==> src/rtl/cpu_run_ctrl_pkg.sv <==
// cpu_run_ctrl_pkg: shared state encodings, halt causes and defaults for the run-control sequencer
package cpu_run_ctrl_pkg;
    localparam int CNT_W_DEF = 16;
    typedef enum logic [2:0] {
        S_IDLE  = 3'd0,
        S_CLEAR = 3'd1,
        S_RUN   = 3'd2,
        S_STEP  = 3'd3,
        S_HALT  = 3'd4
    } state_t;
    localparam logic [2:0] HC_NONE = 3'd0;
    localparam logic [2:0] HC_STOP = 3'd1;
    localparam logic [2:0] HC_STEP = 3'd2;
    localparam logic [2:0] HC_BP   = 3'd3;
    localparam logic [2:0] HC_ERR  = 3'd4;
    localparam logic [2:0] HC_WDOG = 3'd5;
endpackage

==> src/rtl/cpu_bp_unit.sv <==
// cpu_bp_unit: PC breakpoint compare with a skip flag so a resume at the breakpoint advances past it
module cpu_bp_unit
    import cpu_run_ctrl_pkg::*;
(
    input  logic       clk,
    input  logic       reset,
    input  logic       bp_en,
    input  logic [7:0] bp_addr,
    input  logic [7:0] pc,
    input  logic       set_skip,
    input  logic       clr_skip,
    input  logic       cpu_en,
    output logic       bp_hit
);
    logic skip_bp;

    assign bp_hit = bp_en && (pc == bp_addr) && !skip_bp;

    // skip is armed on resume and dropped once an instruction actually retires
    always_ff @(posedge clk or posedge reset) begin
        if (reset) skip_bp <= 1'b0;
        else if (set_skip) skip_bp <= 1'b1;
        else if (clr_skip || cpu_en) skip_bp <= 1'b0;
    end
endmodule

==> src/rtl/cpu_run_ctrl.sv <==
// cpu_run_ctrl: start/stop/step run-control for the stack CPU; optional instruction watchdog via WATCHDOG_EN
module cpu_run_ctrl
    import cpu_run_ctrl_pkg::*;
#(
    parameter int CNT_W      = CNT_W_DEF,
    parameter int MAX_CYCLES = 255
) (
    input  logic             clk,
    input  logic             reset,
    input  logic             start,
    input  logic             stop,
    input  logic             step,
    input  logic             clear,
    input  logic             bp_en,
    input  logic [7:0]       bp_addr,
    input  logic [7:0]       pc,
    input  logic             cpu_error,
    output logic             cpu_en,
    output logic             cpu_rst,
    output logic [2:0]       state,
    output logic [2:0]       halt_cause,
    output logic [CNT_W-1:0] instr_count
);
    state_t st;
    logic bp_hit, wdog, resume_ok, set_skip;

    assign state     = st;
    assign resume_ok = (st == S_HALT) && (halt_cause != HC_ERR) && !clear;
    assign set_skip  = resume_ok && (start || step);
    assign cpu_en    = !clear && ((st == S_RUN) ? !(cpu_error || bp_hit || stop || wdog)
                                                : ((st == S_STEP) && !cpu_error));

    cpu_bp_unit u_bp (
        .clk      (clk),
        .reset    (reset),
        .bp_en    (bp_en),
        .bp_addr  (bp_addr),
        .pc       (pc),
        .set_skip (set_skip),
        .clr_skip (st == S_CLEAR),
        .cpu_en   (cpu_en),
        .bp_hit   (bp_hit)
    );

`ifdef WATCHDOG_EN
    localparam int SEG_W = $clog2(MAX_CYCLES + 1);
    logic [SEG_W-1:0] seg_count;

    assign wdog = (seg_count == SEG_W'(MAX_CYCLES));

    // instructions retired in RUN since the segment began
    always_ff @(posedge clk or posedge reset) begin
        if (reset) seg_count <= '0;
        else if (st == S_CLEAR || (resume_ok && start)) seg_count <= '0;
        else if (st == S_RUN && cpu_en) seg_count <= seg_count + 1'b1;
    end
`else
    assign wdog = 1'b0;
`endif

    // saturating count of retired instructions since the last fresh start
    always_ff @(posedge clk or posedge reset) begin
        if (reset) instr_count <= '0;
        else if (st == S_CLEAR) instr_count <= '0;
        else if (cpu_en && !(&instr_count)) instr_count <= instr_count + 1'b1;
    end

    // run-control FSM; cpu_rst is raised only for the single CLEAR cycle
    always_ff @(posedge clk or posedge reset) begin
        if (reset) begin
            st         <= S_IDLE;
            cpu_rst    <= 1'b0;
            halt_cause <= HC_NONE;
        end else begin
            cpu_rst <= 1'b0;
            if (clear) begin
                st         <= S_IDLE;
                halt_cause <= HC_NONE;
            end else begin
                case (st)
                    S_IDLE: if (start) begin
                        st      <= S_CLEAR;
                        cpu_rst <= 1'b1;
                    end
                    S_CLEAR: begin
                        st         <= S_RUN;
                        halt_cause <= HC_NONE;
                    end
                    S_RUN: if (!cpu_en) begin
                        st         <= S_HALT;
                        halt_cause <= cpu_error ? HC_ERR : bp_hit ? HC_BP : stop ? HC_STOP : HC_WDOG;
                    end
                    S_STEP: begin
                        st         <= S_HALT;
                        halt_cause <= cpu_error ? HC_ERR : HC_STEP;
                    end
                    S_HALT: if (resume_ok && (start || step)) begin
                        st         <= start ? S_RUN : S_STEP;
                        halt_cause <= HC_NONE;
                    end
                    default: st <= S_IDLE;
                endcase
            end
        end
    end
endmodule

==> config.mk <==
export PLATFORM = sky130hd
export DESIGN_NAME = cpu_run_ctrl
export DESIGN_NICKNAME = d
export VERILOG_FILES = /design/src/rtl/cpu_run_ctrl_pkg.sv /design/src/rtl/cpu_bp_unit.sv /design/src/rtl/cpu_run_ctrl.sv
export SDC_FILE = /design/constraint.sdc
export NUM_CORES = 1
export LEC_CHECK = 0
export ABC_AREA = 1
export CORE_MARGIN = 2
export CORE_UTILIZATION = 50
export CTS_CLUSTER_DIAMETER = 150
export DETAILED_ROUTE_END_ITERATION = 10
export PLACE_DENSITY = 0.85
export SYNTH_ARGS = -nofsm -noshare
export SYNTH_HDL_FRONTEND = slang
export SYNTH_SLANG_ARGS = --single-unit
==> constraint.sdc <==
create_clock -name clk -period 2.4 [get_ports clk]
set_input_delay 0.36 -clock clk [delete_from_list [all_inputs] [get_ports clk]]
set_output_delay 0.36 -clock clk [all_outputs]
set_load 0.01 [all_outputs]
Yosys cells after proc, flatten, opt, wreduce, memory -nomap -nowiden
Cells that the tools add are included.

Add/sub/neg operators: 1. Multipliers: 0. Div/mod/pow operators: 0. Magnitude comparators: 0. Equal/unequal tests: 9. Shift operators: 0. Multiplexer cells: 22. Bitwise logic cells: 0. Reductions and logical operators: 24.

Operators with widths (count): $mux 3 (11); $mux 16 (2); $add 16x1->16 const B (1); $reduce_and 16->1 (1); $pmux 3 s5 (1); $ne 3x3->1 const B (4); $pmux 3 s4 (1); $eq 8x8->1 (1); $logic_and 1x1->1 (8); $mux 1 (7); $eq 3x2->1 const B (2); $reduce_and 3->1 (2); $logic_not 1->1 (5); $reduce_bool 5->1 (1); $logic_or 1x1->1 (4); $reduce_bool 2->1 (2); $eq 3x1->1 const B (1); $eq 3x3->1 const B (1); $logic_not 3->1 (1).

Register bits after elaboration: 24. Latch bits: 0. Memory bits (writable): 0. Memory bits (read-only): 0. Output and inout port bits: 24. Memories kept: 0.

Logic depth before layout (Yosys ltp)
Depth after elaboration: 11. Gate-level depth with buffers: 12.

Cells and area by module
A second synthesis with hierarchy kept.

Cells, all modules: 248. Area, all modules: 1685.4 um^2.

Modules (own cells, without submodules): cpu_run_ctrl (times used 1, cells an instance 209, area an instance 1493.9 um^2); cpu_bp_unit (times used 1, cells an instance 39, area an instance 191.4 um^2).

Least setup slack after synthesis
Ideal clock, no wire load.

Path type: register to register. Start point: register instr_count[0]. End point: register instr_count[8]. Library setup time: 0.116 ns. Data arrival time: 1.600 ns. Required time: 2.284 ns. Path slack: 0.684 ns. Stages on the path, launching flop included: 10. Clock period less this slack: 1.716 ns. Cell sequence: dfrtp_1 > ha_1 > nand2_2 > nor4_4 > nand3_2 > nand3_4 > nand2_4 > buf_8 > nand2_2 > nand2_2.

Cells in the longest elaborated chain, start to end: 4. Elaborated cells on any way between the ends: 7. Those cells by class: add/sub: 1; mux: 2; reduce/logical: 4.

Ends and longest elaborated chain: start, declared (RTL line cpu_run_ctrl.sv:22) `output logic [CNT_W-1:0] instr_count`; start signal, assigned (RTL line cpu_run_ctrl.sv:65) `else if (cpu_en && !(&instr_count)) instr_count <= instr_count + 1'b1;`; parallel branches: the longest is 4 deep, another holds $add 16x1->16.

Several ways; the timed one is not identified. The select of a mux whose other input is x is not followed. A chain may end at the register's enable or synchronous reset.

Final worst setup path
Start point: input port pc[2]. End point: output port cpu_en.

Cells in the longest elaborated chain, start to end: 8.

Ends and longest elaborated chain: start, declared (RTL line cpu_run_ctrl.sv:16) `input logic [7:0] pc,`; $eq 8x8->1 (RTL line cpu_bp_unit.sv:17) `assign bp_hit = bp_en && (pc == bp_addr) && !skip_bp;`; $logic_and 1x1->1 (2 in series) (RTL line cpu_bp_unit.sv:17); $logic_or 1x1->1 (2 in series) (RTL line cpu_run_ctrl.sv:30) `assign cpu_en = !clear && ((st == S_RUN) ? !(cpu_error || bp_hit || stop || wdog)`; $logic_not 1->1 (RTL line cpu_run_ctrl.sv:30); $mux 1 (RTL line cpu_run_ctrl.sv:30); $logic_and 1x1->1 (RTL line cpu_run_ctrl.sv:30); end, declared (RTL line cpu_run_ctrl.sv:18) `output logic cpu_en,`.

Every way passes these cells.

==> results_dict.tcl <==
set metrics [dict create \
    status "finished clean" \
    die_h_um 63.4 \
    clk_latency_ns 0.32 \
    report.power.total_mw 1.16 \
    reg2regPathDepth 8 \
    area_growth_pct 33.1 \
    netlist_instances 251 \
    avgViaCountPerCell 5.18 \
    grt_max_degree 25 \
    start_util 0.524 \
    crit_fanout 2 \
    worst_ep_required_time_ns 2.04 \
    die_area_um2 4010 \
    rows 21 \
    slowest_stage "clkdlybuf4s50_1" \
    max_stage_delay_ns 0.47 \
    grt_use_total 0.218 \
    coreArea_um2 3360 \
    cts_setup_buffers 0 \
    grt-ovfl-total 0 \
    drt-wirelength-per-cell_um 11.6 \
    drt-initial-drc-count 116 \
    syn_area_per_cell_um2 7.02 \
    cts_tree "yes" \
    timing_worst_setup_path_type "in2out" \
    clk_pin_slew_worst_paths_ns 0.15 \
    fin_crit_sh 0.934 \
    via_count 1812 \
    fp.dieW_um 63.4 \
    setup_tns_ns 0 \
    setup_viol 0 \
    grt_pass1_vias 1749 \
    clock_path_buffers 2 \
    numCtsBuffers 3 \
    synth_cell_types 28 \
    rr_endpoint "instr_count[4]" \
    min_path_type "in2async" \
    wirelength_um 4070 \
    rsz0062_at_grt "false" \
    hpwl_um 3130 \
    io_buffers 47 \
    maxCapViolations 0 \
    h-tree-depth 1 \
    clock_tree.root_cell "clkbuf_4" \
    fin_nets 330 \
    reg2reg_slack_ns 0.55 \
    first_pass_iters 4 \
    path_common_cell "nand2_1" \
    ios 48 \
    tightest_slew_ns 0.404 \
    antenna_left 0 \
    drive_gt1_frac 0.141 \
    antenna_found_initial 0 \
    total_leakage_power_nw 1.17 \
    clock_sinks 24 \
    fin_crit_ns 2.24 \
    drc 0 \
    ys_seq_area_frac 0.341 \
    num_antenna_cells 0 \
    syn_area_um2 1760 \
    max_freq_ghz 0.446 \
    cp-start-kind "input port" \
    peakVddDrop_mv 0.330 \
    powerDensity_nw_per_um2 497 \
    arrival_ns 1.88 \
    synth_nets 276 \
    routabilityCongestion 0.859 \
    grt_pass1_wl_um 7220 \
    report.final.slew_viol_count 0 \
    slew_headroom 0.728 \
    endpoint_kind "primary output" \
    path_cells "clkdlybuf4s50_1 > inv_1 > nand2_1 > nand2_1 > nor2_1 > nand3_1 > o21bai_1 > nand2_1 > nand2_2 > inv_1 > dlygate4sd2_1" \
    hold_violations 0 \
    worst_r2r_startpoint "instr_count[0]" \
    ys.warnings.count 0 \
    ys_ff_latch 24 \
    finClkSkew_ns 0.0107 \
]
==> repair_timing <==
item,in CTS,in global routing
endpoints found under the setup margin,1,1
gates resized for setup,1,1
hold buffers,0,0
pin swaps,0,1
==> synth_stat cells, drive strengths merged <==
cell         instances  area (um2)
a21boi               1        7.51
buf                  4        42.5
dfrtp               24         601
dlygate4sd1          1        8.76
ha                   1        12.5
inv                 31         116
nand2               81         372
nand3               33         183
nand4                5        31.3
nor2                39         149
nor3                 4        25.0
nor4                 3        33.8
o21ai                6        30.0
o21bai               1        7.51
o31ai                1        7.51
or2                  2        12.5
xnor2                2        17.5
xor2                12         105
==> flip-flops by register name (all words and copies together) (netlist names) <==
signal        flops
cpu_rst           1
halt_cause        3
state             3
instr_count      16
u_bp.skip_bp      1
==> stage by stage <==
step	std cells	cell area (um2)	hold WS (ns)	util	worst slack, ns
after CTS	350	2340	0.384	0.696	0.147
after global routing	350	2340	0.391	0.697	0.00397
after global placement	346	2290	0.496	0.681	0.00536
after detailed placement	346	2290	0.500	0.681	-0.0496
final	350	2340	0.365	0.697	0.158
after floorplan	251	1760	0.375	-	0.684
==> worst max-delay path by stage <==
| stage | startpoint | end |
|---|---|---|
| floorplan | instr_count[0] | instr_count[8] |
| global placement | pc[2] | cpu_en |
| detailed placement | bp_addr[2] | cpu_en |
| CTS | bp_addr[3] | cpu_en |
| global route | bp_addr[7] | cpu_en |
| finish | pc[2] | cpu_en |
==> cells by family after synthesis <==
group | count (synthesis) | share of synthesized area
xor+xnor | 14 | 0.0696
fa+ha+maj | 1 | 0.00710
simple gates | 167 | 0.457
buf+inv | 36 | 0.0952
compound gates | 9 | 0.0298
flops | 24 | 0.341
==> layer usage <==
layer  wire length (um)  up-vias  GRT usage
li1                   -      897          -
met1               1740      859      0.256
met2               2090       52      0.403
met3                193        4     0.0339
met4                 42        0     0.0707
met5                  0        -          0
==> worst max-delay path: cells and delay by family <==
family	cells	cell delay, ns
simple gates	6	0.51
buf+inv	4	0.84
compound gates	1	0.18
==> cell usage in the layout (no fill, tap or decap), types with 2 or more instances in the layout <==
cell type and count:
nand2_1 57, clkdlybuf4s50_1 46, nor2_1 38, nand3_1 31, inv_1 30, dfrtp_1 24
nand2_2 22, xor2_1 12, buf_4 7, o21ai_0 6, nand4_1 5, nor3_1 3
clkbuf_4 3, or2_2 2, nand2_4 2, nor4_1 2, xnor2_1 2
==> where the power goes <==
group,internal [mW],total (mW),switching (mW),leakage (nW)
logic,0.170,0.382,0.212,0.808
registers,0.437,0.484,0.0468,0.331
clock network,0.169,0.299,0.130,0.0279
==> final cells by class <==
cell class	instances	area, um2
fillers	295	1020
well taps	46	57.6
repair buffers	54	522
clock buffers	3	22.5
multi-input cells	191	996
inverters	31	116
flip-flops and latches	24	601
clock inverters	1	30.0
Power figures use the tool's default switching activity.
